**config.mk**
```make
export PLATFORM = sky130hd
export DESIGN_NAME = run_monitor
export DESIGN_NICKNAME = d
export VERILOG_FILES = /design/src/rtl/run_monitor_pkg.sv /design/src/rtl/run_monitor_trace_fifo.sv /design/src/rtl/run_monitor.sv
export SDC_FILE = /design/constraint.sdc
export NUM_CORES = 1
export LEC_CHECK = 0
export CORE_ASPECT_RATIO = 1.25
export CORE_UTILIZATION = 50
export CTS_CLUSTER_DIAMETER = 100
export DETAILED_ROUTE_END_ITERATION = 10
export PLACE_DENSITY = 0.81
export SETUP_SLACK_MARGIN = 0.3
export SLEW_MARGIN = 20
export SYNTH_ARGS = -nofsm -noshare
export SYNTH_HDL_FRONTEND = slang
export SYNTH_SLANG_ARGS = --single-unit
```
**constraint.sdc**
```tcl
create_clock -name clk -period 14.5 [get_ports clk]
set_input_delay 2.9 -clock clk [delete_from_list [all_inputs] [get_ports clk]]
set_output_delay 2.9 -clock clk [all_outputs]
set_load 0.1 [all_outputs]
```
**src/rtl/run_monitor_pkg.sv**
```systemverilog
// Purpose: shared types and constants for the run_monitor block (FSM states, halt codes, trace entry).
// Latency: n/a (declarations only).
// Backpressure: n/a.
package run_monitor_pkg;

  // Run-control FSM states.
  typedef enum logic [1:0] {
    ST_IDLE       = 2'd0,
    ST_RESET_CORE = 2'd1,
    ST_RUN        = 2'd2,
    ST_DONE       = 2'd3
  } state_t;

  // halt_reason encoding.
  localparam logic [1:0] HALT_NONE    = 2'd0;
  localparam logic [1:0] HALT_STALL   = 2'd1;
  localparam logic [1:0] HALT_TIMEOUT = 2'd2;

  // One writeback as stored in the trace FIFO: register index in the top bits, data below.
  typedef struct packed {
    logic [4:0]  rd;
    logic [31:0] dat;
  } trace_t;

  localparam int TRACE_W = $bits(trace_t);

  // Saturating 32-bit increment: the counter sticks at all-ones instead of wrapping.
  function automatic logic [31:0] sat_inc32(input logic [31:0] v);
    return (v == 32'hFFFF_FFFF) ? v : v + 32'd1;
  endfunction

endpackage

```
**src/rtl/run_monitor_trace_fifo.sv**
```systemverilog
// Purpose: generic synchronous FIFO used for the writeback trace (module trace_fifo).
// Latency: a push is visible at the head one cycle later; the head advances the cycle after a pop.
// Backpressure: none upstream -- a push into a full FIFO without a same-cycle pop is dropped and flagged on drop.
//
// Ports:
//   clk, reset      clock, synchronous active-high reset
//   clear           synchronous flush (empties the FIFO, contents ignored)
//   push_vld/dat    write request and data
//   pop_vld         read request (ignored while empty)
//   head_vld/dat    FIFO non-empty and the oldest entry
//   count           entries held (0..DEPTH)
//   full            count == DEPTH
//   drop            this cycle's push is being discarded
module trace_fifo #(
  parameter int WIDTH = 37,
  parameter int DEPTH = 16
) (
  input  logic                     clk,
  input  logic                     reset,
  input  logic                     clear,
  input  logic                     push_vld,
  input  logic [WIDTH-1:0]         push_dat,
  input  logic                     pop_vld,
  output logic                     head_vld,
  output logic [WIDTH-1:0]         head_dat,
  output logic [$clog2(DEPTH):0]   count,
  output logic                     full,
  output logic                     drop
);

  localparam int AW = $clog2(DEPTH);
  localparam logic [AW:0] FULL_CNT = DEPTH[AW:0];

  logic [WIDTH-1:0] mem [DEPTH];
  logic [AW-1:0]    wr_ptr;
  logic [AW-1:0]    rd_ptr;
  logic             do_push;
  logic             do_pop;

  assign full     = (count == FULL_CNT);
  assign head_vld = (count != '0);
  assign head_dat = mem[rd_ptr];

  // A pop frees a slot in the same cycle, so a full FIFO still accepts a push
  // when it is being read at the same time.
  assign do_pop  = pop_vld && head_vld;
  assign do_push = push_vld && (!full || do_pop);
  assign drop    = push_vld && full && !do_pop;

  // DEPTH is a power of two, so the pointers wrap naturally.
  always_ff @(posedge clk) begin
    if (reset || clear) begin
      wr_ptr <= '0;
      rd_ptr <= '0;
      count  <= '0;
    end else begin
      if (do_push) wr_ptr <= wr_ptr + AW'(1);
      if (do_pop)  rd_ptr <= rd_ptr + AW'(1);
      case ({do_push, do_pop})
        2'b10:   count <= count + (AW+1)'(1);
        2'b01:   count <= count - (AW+1)'(1);
        default: count <= count;
      endcase
    end
  end

  // Storage has no reset; head_vld qualifies head_dat.
  always_ff @(posedge clk) begin
    if (do_push && !reset && !clear) mem[wr_ptr] <= push_dat;
  end

endmodule

```
**src/rtl/run_monitor.sv**
```systemverilog
// Purpose: supervises one core run -- holds the core in reset, runs it, detects pc stall or timeout, traces writebacks.
// Latency: FSM outputs are decoded from registered state; halt/timeout are detected in the cycle they occur and DONE follows on the next edge.
// Backpressure: none on the core side; trace writebacks beyond TRACE_DEPTH are dropped and latched in trace_overflow.
//
// Ports:
//   clk, reset            clock, synchronous active-high reset
//   start                 one-cycle pulse, accepted only in IDLE or DONE
//   pc                    core program counter (stall detection)
//   reg_write/wb_reg/wb_data  core writeback, traced while running
//   trace_rd              pop the trace head (any state)
//   core_reset            reset to the core (IDLE, RESET_CORE)
//   running, done         RUN / DONE state flags
//   halt_reason           0 none, 1 pc stall, 2 timeout
//   cycle_count           RUN cycles elapsed (saturating)
//   trace_valid/reg/data  trace head
//   trace_count           trace entries held
//   trace_overflow        sticky: a writeback was dropped
module run_monitor
  import run_monitor_pkg::*;
#(
  parameter int RESET_CYCLES = 1,
  parameter int MAX_CYCLES   = 100,
  parameter int HALT_REPEAT  = 3,   // expected >= 2
  parameter int TRACE_DEPTH  = 16   // power of two, >= 2
) (
  input  logic                           clk,
  input  logic                           reset,
  input  logic                           start,
  input  logic [31:0]                    pc,
  input  logic                           reg_write,
  input  logic [4:0]                     wb_reg,
  input  logic [31:0]                    wb_data,
  input  logic                           trace_rd,
  output logic                           core_reset,
  output logic                           running,
  output logic                           done,
  output logic [1:0]                     halt_reason,
  output logic [31:0]                    cycle_count,
  output logic                           trace_valid,
  output logic [4:0]                     trace_reg,
  output logic [31:0]                    trace_data,
  output logic [$clog2(TRACE_DEPTH):0]   trace_count,
  output logic                           trace_overflow
);

  localparam int RCW = (RESET_CYCLES > 1) ? $clog2(RESET_CYCLES) : 1;
  localparam logic [RCW-1:0] RC_LAST   = RCW'(RESET_CYCLES - 1);
  localparam logic [31:0]    STALL_LIM = 32'(HALT_REPEAT - 1);
  localparam logic [31:0]    TIME_LIM  = 32'(MAX_CYCLES - 1);

  state_t         state;
  state_t         state_nxt;
  logic [RCW-1:0] rc_cnt;
  logic [31:0]    stall_cnt;
  logic [31:0]    stall_nxt;
  logic [31:0]    prev_pc;
  logic           have_prev;
  logic           in_run;
  logic           enter_rc;
  logic           rc_last;
  logic           pc_same;
  logic           halt_hit;
  logic           timeout_hit;
  logic           wb_push;
  logic           fifo_drop;
  logic           fifo_full;
  trace_t         wb_entry;
  trace_t         head_entry;

  assign in_run   = (state == ST_RUN);
  assign enter_rc = start && ((state == ST_IDLE) || (state == ST_DONE));
  assign rc_last  = (rc_cnt == RC_LAST);

  // have_prev is low in the first RUN cycle, so that cycle always counts as a
  // pc change even if the pc left over from before the run happens to match.
  assign pc_same     = in_run && have_prev && (pc == prev_pc);
  assign stall_nxt   = pc_same ? stall_cnt + 32'd1 : 32'd0;
  // HALT_REPEAT consecutive cycles at the same pc means HALT_REPEAT-1 repeats.
  assign halt_hit    = pc_same && (stall_nxt == STALL_LIM);
  assign timeout_hit = in_run && (cycle_count == TIME_LIM);

  // ---------------------------------------------------------------- FSM
  always_ff @(posedge clk) begin
    if (reset) state <= ST_IDLE;
    else       state <= state_nxt;
  end

  always_comb begin
    state_nxt  = state;
    core_reset = 1'b0;
    running    = 1'b0;
    done       = 1'b0;
    case (state)
      ST_IDLE: begin
        core_reset = 1'b1;
        if (start) state_nxt = ST_RESET_CORE;
      end
      ST_RESET_CORE: begin
        core_reset = 1'b1;
        if (rc_last) state_nxt = ST_RUN;
      end
      ST_RUN: begin
        running = 1'b1;
        if (halt_hit || timeout_hit) state_nxt = ST_DONE;
      end
      ST_DONE: begin
        done = 1'b1;
        if (start) state_nxt = ST_RESET_CORE;
      end
      default: begin
        core_reset = 1'b1;
        state_nxt  = ST_IDLE;
      end
    endcase
  end

  // ---------------------------------------------------------------- run bookkeeping
  always_ff @(posedge clk) begin
    if (reset) begin
      rc_cnt         <= '0;
      stall_cnt      <= '0;
      prev_pc        <= '0;
      have_prev      <= 1'b0;
      cycle_count    <= '0;
      halt_reason    <= HALT_NONE;
      trace_overflow <= 1'b0;
    end else begin
      prev_pc   <= pc;
      have_prev <= in_run;
      if (enter_rc) begin
        rc_cnt         <= '0;
        stall_cnt      <= '0;
        cycle_count    <= '0;
        halt_reason    <= HALT_NONE;
        trace_overflow <= 1'b0;
      end else begin
        if ((state == ST_RESET_CORE) && !rc_last) rc_cnt <= rc_cnt + RCW'(1);
        if (in_run) begin
          stall_cnt   <= stall_nxt;
          cycle_count <= sat_inc32(cycle_count);
          // Stall wins when both fire in the same cycle.
          if (halt_hit)         halt_reason <= HALT_STALL;
          else if (timeout_hit) halt_reason <= HALT_TIMEOUT;
        end
        if (fifo_drop) trace_overflow <= 1'b1;
      end
    end
  end

  // ---------------------------------------------------------------- writeback trace
  assign wb_push      = reg_write && in_run;
  assign wb_entry.rd  = wb_reg;
  assign wb_entry.dat = wb_data;

  trace_fifo #(
    .WIDTH (TRACE_W),
    .DEPTH (TRACE_DEPTH)
  ) u_trace_fifo (
    .clk      (clk),
    .reset    (reset),
    .clear    (enter_rc),
    .push_vld (wb_push),
    .push_dat (wb_entry),
    .pop_vld  (trace_rd),
    .head_vld (trace_valid),
    .head_dat (head_entry),
    .count    (trace_count),
    .full     (fifo_full),
    .drop     (fifo_drop)
  );

  assign trace_reg  = head_entry.rd;
  assign trace_data = head_entry.dat;

endmodule

```
==> out/results.tsv <==
metric	value	unit
Synth Instances	1583	
min Tclk post-route	7840	ps
unrepaired setup endpoints after global routing	false	
pin count of the biggest net entering global routing	83	
Root Driver	clkbuf_16	
Yosys reg bits	712	
CP Capture Type	output port	
Die Width	215	um
Setup Fix Bufs, Post-CTS	0	
Yosys top cell by area	edfxtp_1	
initial antenna violation count	4	
CP Launch Type	flop	
commonest non-fill, non-tap cells in the layout	edfxtp_1 (592), mux4_2 (185), clkdlybuf4s50_1 (154), dfxtp_1 (116), nor2_1 (90)	
row cnt	97	
total grt overflow	0	
syn nets	1674	
Ports	155	
commonest non-fill, non-tap cell in the layout	edfxtp_1	
Leakage	10.0	nW
max_cap viols	0	
vias per inst	6.06	
slew at the pin with the worst max-slew slack	1130	ps
CTS tree	done	
clock slew seen by the registers of the worst setup and hold paths	60	ps
Initial Util	50.6	%
remaining antenna violation count after routing	0	
NumNets Final	1838	
status	complete, no violations	
chip height	268	um
Syn. warnings	0	
reg-to-reg startpoint	state[0]$_SDFFE_PP0P_	
EDFF count, synth	592	
Critical Path End	trace_data[8]	
final worst path period share	54.1	%
final instance area	33000	sq um
Seq/Total Area, Yosys	71.3	%
final hold violations	0	
drt first pass iters	5	
Cell variety after synth	51	
CP Class	reg2out	
RePlAce Congestion	0.805	
I/O Buffers	154	
top area cells in the synthesized netlist	edfxtp_1 (63%), mux4_2 (15%), dfxtp_1 (8.5%)	
vias	15400	
Worst R2R Setup Slack	10470	ps
wire per inst	25.9	um
Final Skew	27.2	ps
CP Max Fanout	38	
TritonCTS Sinks	712	
full die area	57600	sq um
prevailing post-synth register cell	edfxtp_1	
Area growth syn-to-layout	16.5	%
synthesized area	28300	sq um
core area	55900	sq um
initial DRC count	1597	
DRC	0	
maximum VDD drop	0.0878	mV
layout cells sized above 1	18.7	%
global-route wire length before repair	97600	um
Clk Latency, worst-skew pair	620	ps
H-tree Lvls	3	
worst reg2reg path depth	10	
CTS max path bufs	3	
GRT Overall Usage	23.0	%
CP arrival	4940	ps
Syn Area/Cell	17.9	sq um
final setup vio count	0	
DP Area	30800	sq um
vias in the first global route	15700	
RR Endpoint	u_trace_fifo.mem[2][2]$_DFFE_PP_	
Num CTS Buffers	68	
worst hold path class	reg2reg	
ys async rst share	0	%
TNS Setup	0	ps
Worst Path Required	11600	ps
Max Fclk	128	MHz
placed wire-length estimate	33200	um
hold-fix buffer count after cts	0	
Slew Viols, Final	0	
drt total wl	65800	um
share of the synthesized area in the top cell type	62.8	%
PD cells	130	nW/um^2
relative slew slack	24.7	%
post_cts resized	0	
## Yosys cell counts (3+ instances only)
| master | count |
|---|---|
| edfxtp_1 | 592 |
| mux4_2 | 185 |
| dfxtp_1 | 120 |
| nor2_1 | 102 |
| clkbuf_1 | 59 |
| nand2_1 | 55 |
| xnor2_1 | 53 |
| a21oi_1 | 40 |
| nor2b_1 | 40 |
| o21ai_0 | 39 |
| nand3_1 | 31 |
| nand4_1 | 31 |
| xor2_1 | 28 |
| nor3_1 | 22 |
| and3_1 | 21 |
| nor4_1 | 18 |
| buf_1 | 16 |
| ha_1 | 16 |
| inv_1 | 16 |
| or3_1 | 14 |
| nand3b_1 | 13 |
| buf_2 | 10 |
| a31oi_1 | 7 |
| or4_1 | 7 |
| and4_1 | 6 |
| nor3b_1 | 5 |
| mux2i_1 | 4 |
| nand2b_1 | 4 |
| a21o_1 | 3 |
| and2_1 | 3 |
## area by class of cell
cell class / instances / area [sq um]
Antenna cell: 2 / 5.00
Clock buffer: 84 / 1830
Clock inverter: 38 / 362
Fill cell: 3876 / 23000
Inverter: 16 / 60.1
Multi-Input combinational cell: 769 / 7850
Sequential cell: 712 / 20200
Tap cell: 742 / 928
Timing Repair Buffer: 180 / 1740
## through the flow
stage | utilization (%) | std cells | power (mW) | hold WS (ps) | worst slack (ps)
floorplan | - | 1583 | 2.48 | 458 | 7820
global placement | 55.0 | 2419 | 2.57 | 463 | 7230
detailed placement | 55.0 | 2419 | 2.58 | 467 | 7200
CTS | 58.9 | 2541 | 4.32 | 478 | 6500
global route | 58.9 | 2541 | 4.41 | 492 | 6320
finish | 58.9 | 2543 | 4.29 | 474 | 6660
## critical path, cell delays in order (launching register included)
cell	delay [ps]
dfxtp_4	720
buf_4	730
buf_4	700
mux4_2	590
mux4_2	520
clkdlybuf4s50_1	990
## how the worst min path moves through the flow
stage                          endpoint  cells past startpoint                start  slack (ps)
finish              rc_cnt$_SDFFE_PP0P_                      1  rc_cnt$_SDFFE_PP0P_         470
global route        rc_cnt$_SDFFE_PP0P_                      1  rc_cnt$_SDFFE_PP0P_         490
CTS                 rc_cnt$_SDFFE_PP0P_                      1  rc_cnt$_SDFFE_PP0P_         480
detailed placement  rc_cnt$_SDFFE_PP0P_                      1  rc_cnt$_SDFFE_PP0P_         470
global placement    rc_cnt$_SDFFE_PP0P_                      1  rc_cnt$_SDFFE_PP0P_         460
floorplan           rc_cnt$_SDFFE_PP0P_                      1  rc_cnt$_SDFFE_PP0P_         460
## layer usage
| metal | vias up | wire [um] | global-route usage (%) |
|---|---|---|---|
| li1 | 6612 | - | - |
| met1 | 7947 | 24200 | 28.2 |
| met2 | 733 | 34800 | 41.1 |
| met3 | 109 | 5090 | 4.35 |
| met4 | 6 | 1630 | 7.74 |
| met5 | - | 36 | 0 |
## cell families after synthesis
logic type / Yosys count / synth area share, %
fa+ha+maj: 17 / 0.778
simple gates: 381 / 7.11
xor+xnor: 81 / 2.51
compound gates: 100 / 1.99
buf+inv: 102 / 1.40
mux: 190 / 14.9
flops: 712 / 71.3
## where the power goes
group	total (mW)	leakage, nW	switching (mW)	internal (mW)
sequential	2.24	6.30	0.0108	2.22
clock	1.76	1.07	0.776	0.984
combinational	0.299	2.67	0.199	0.0999
## flip-flops by register name, summed over array words and instances, names as in the netlist, named ones only
name and count:
cycle_count 32, halt_reason 2, have_prev 1, prev_pc 32, rc_cnt 1, stall_cnt 32, state 2, trace_overflow 1
u_trace_fifo.count 5, u_trace_fifo.mem 592, u_trace_fifo.rd_ptr 4, u_trace_fifo.wr_ptr 4
No activity file was read; power rests on OpenSTA's default activity.
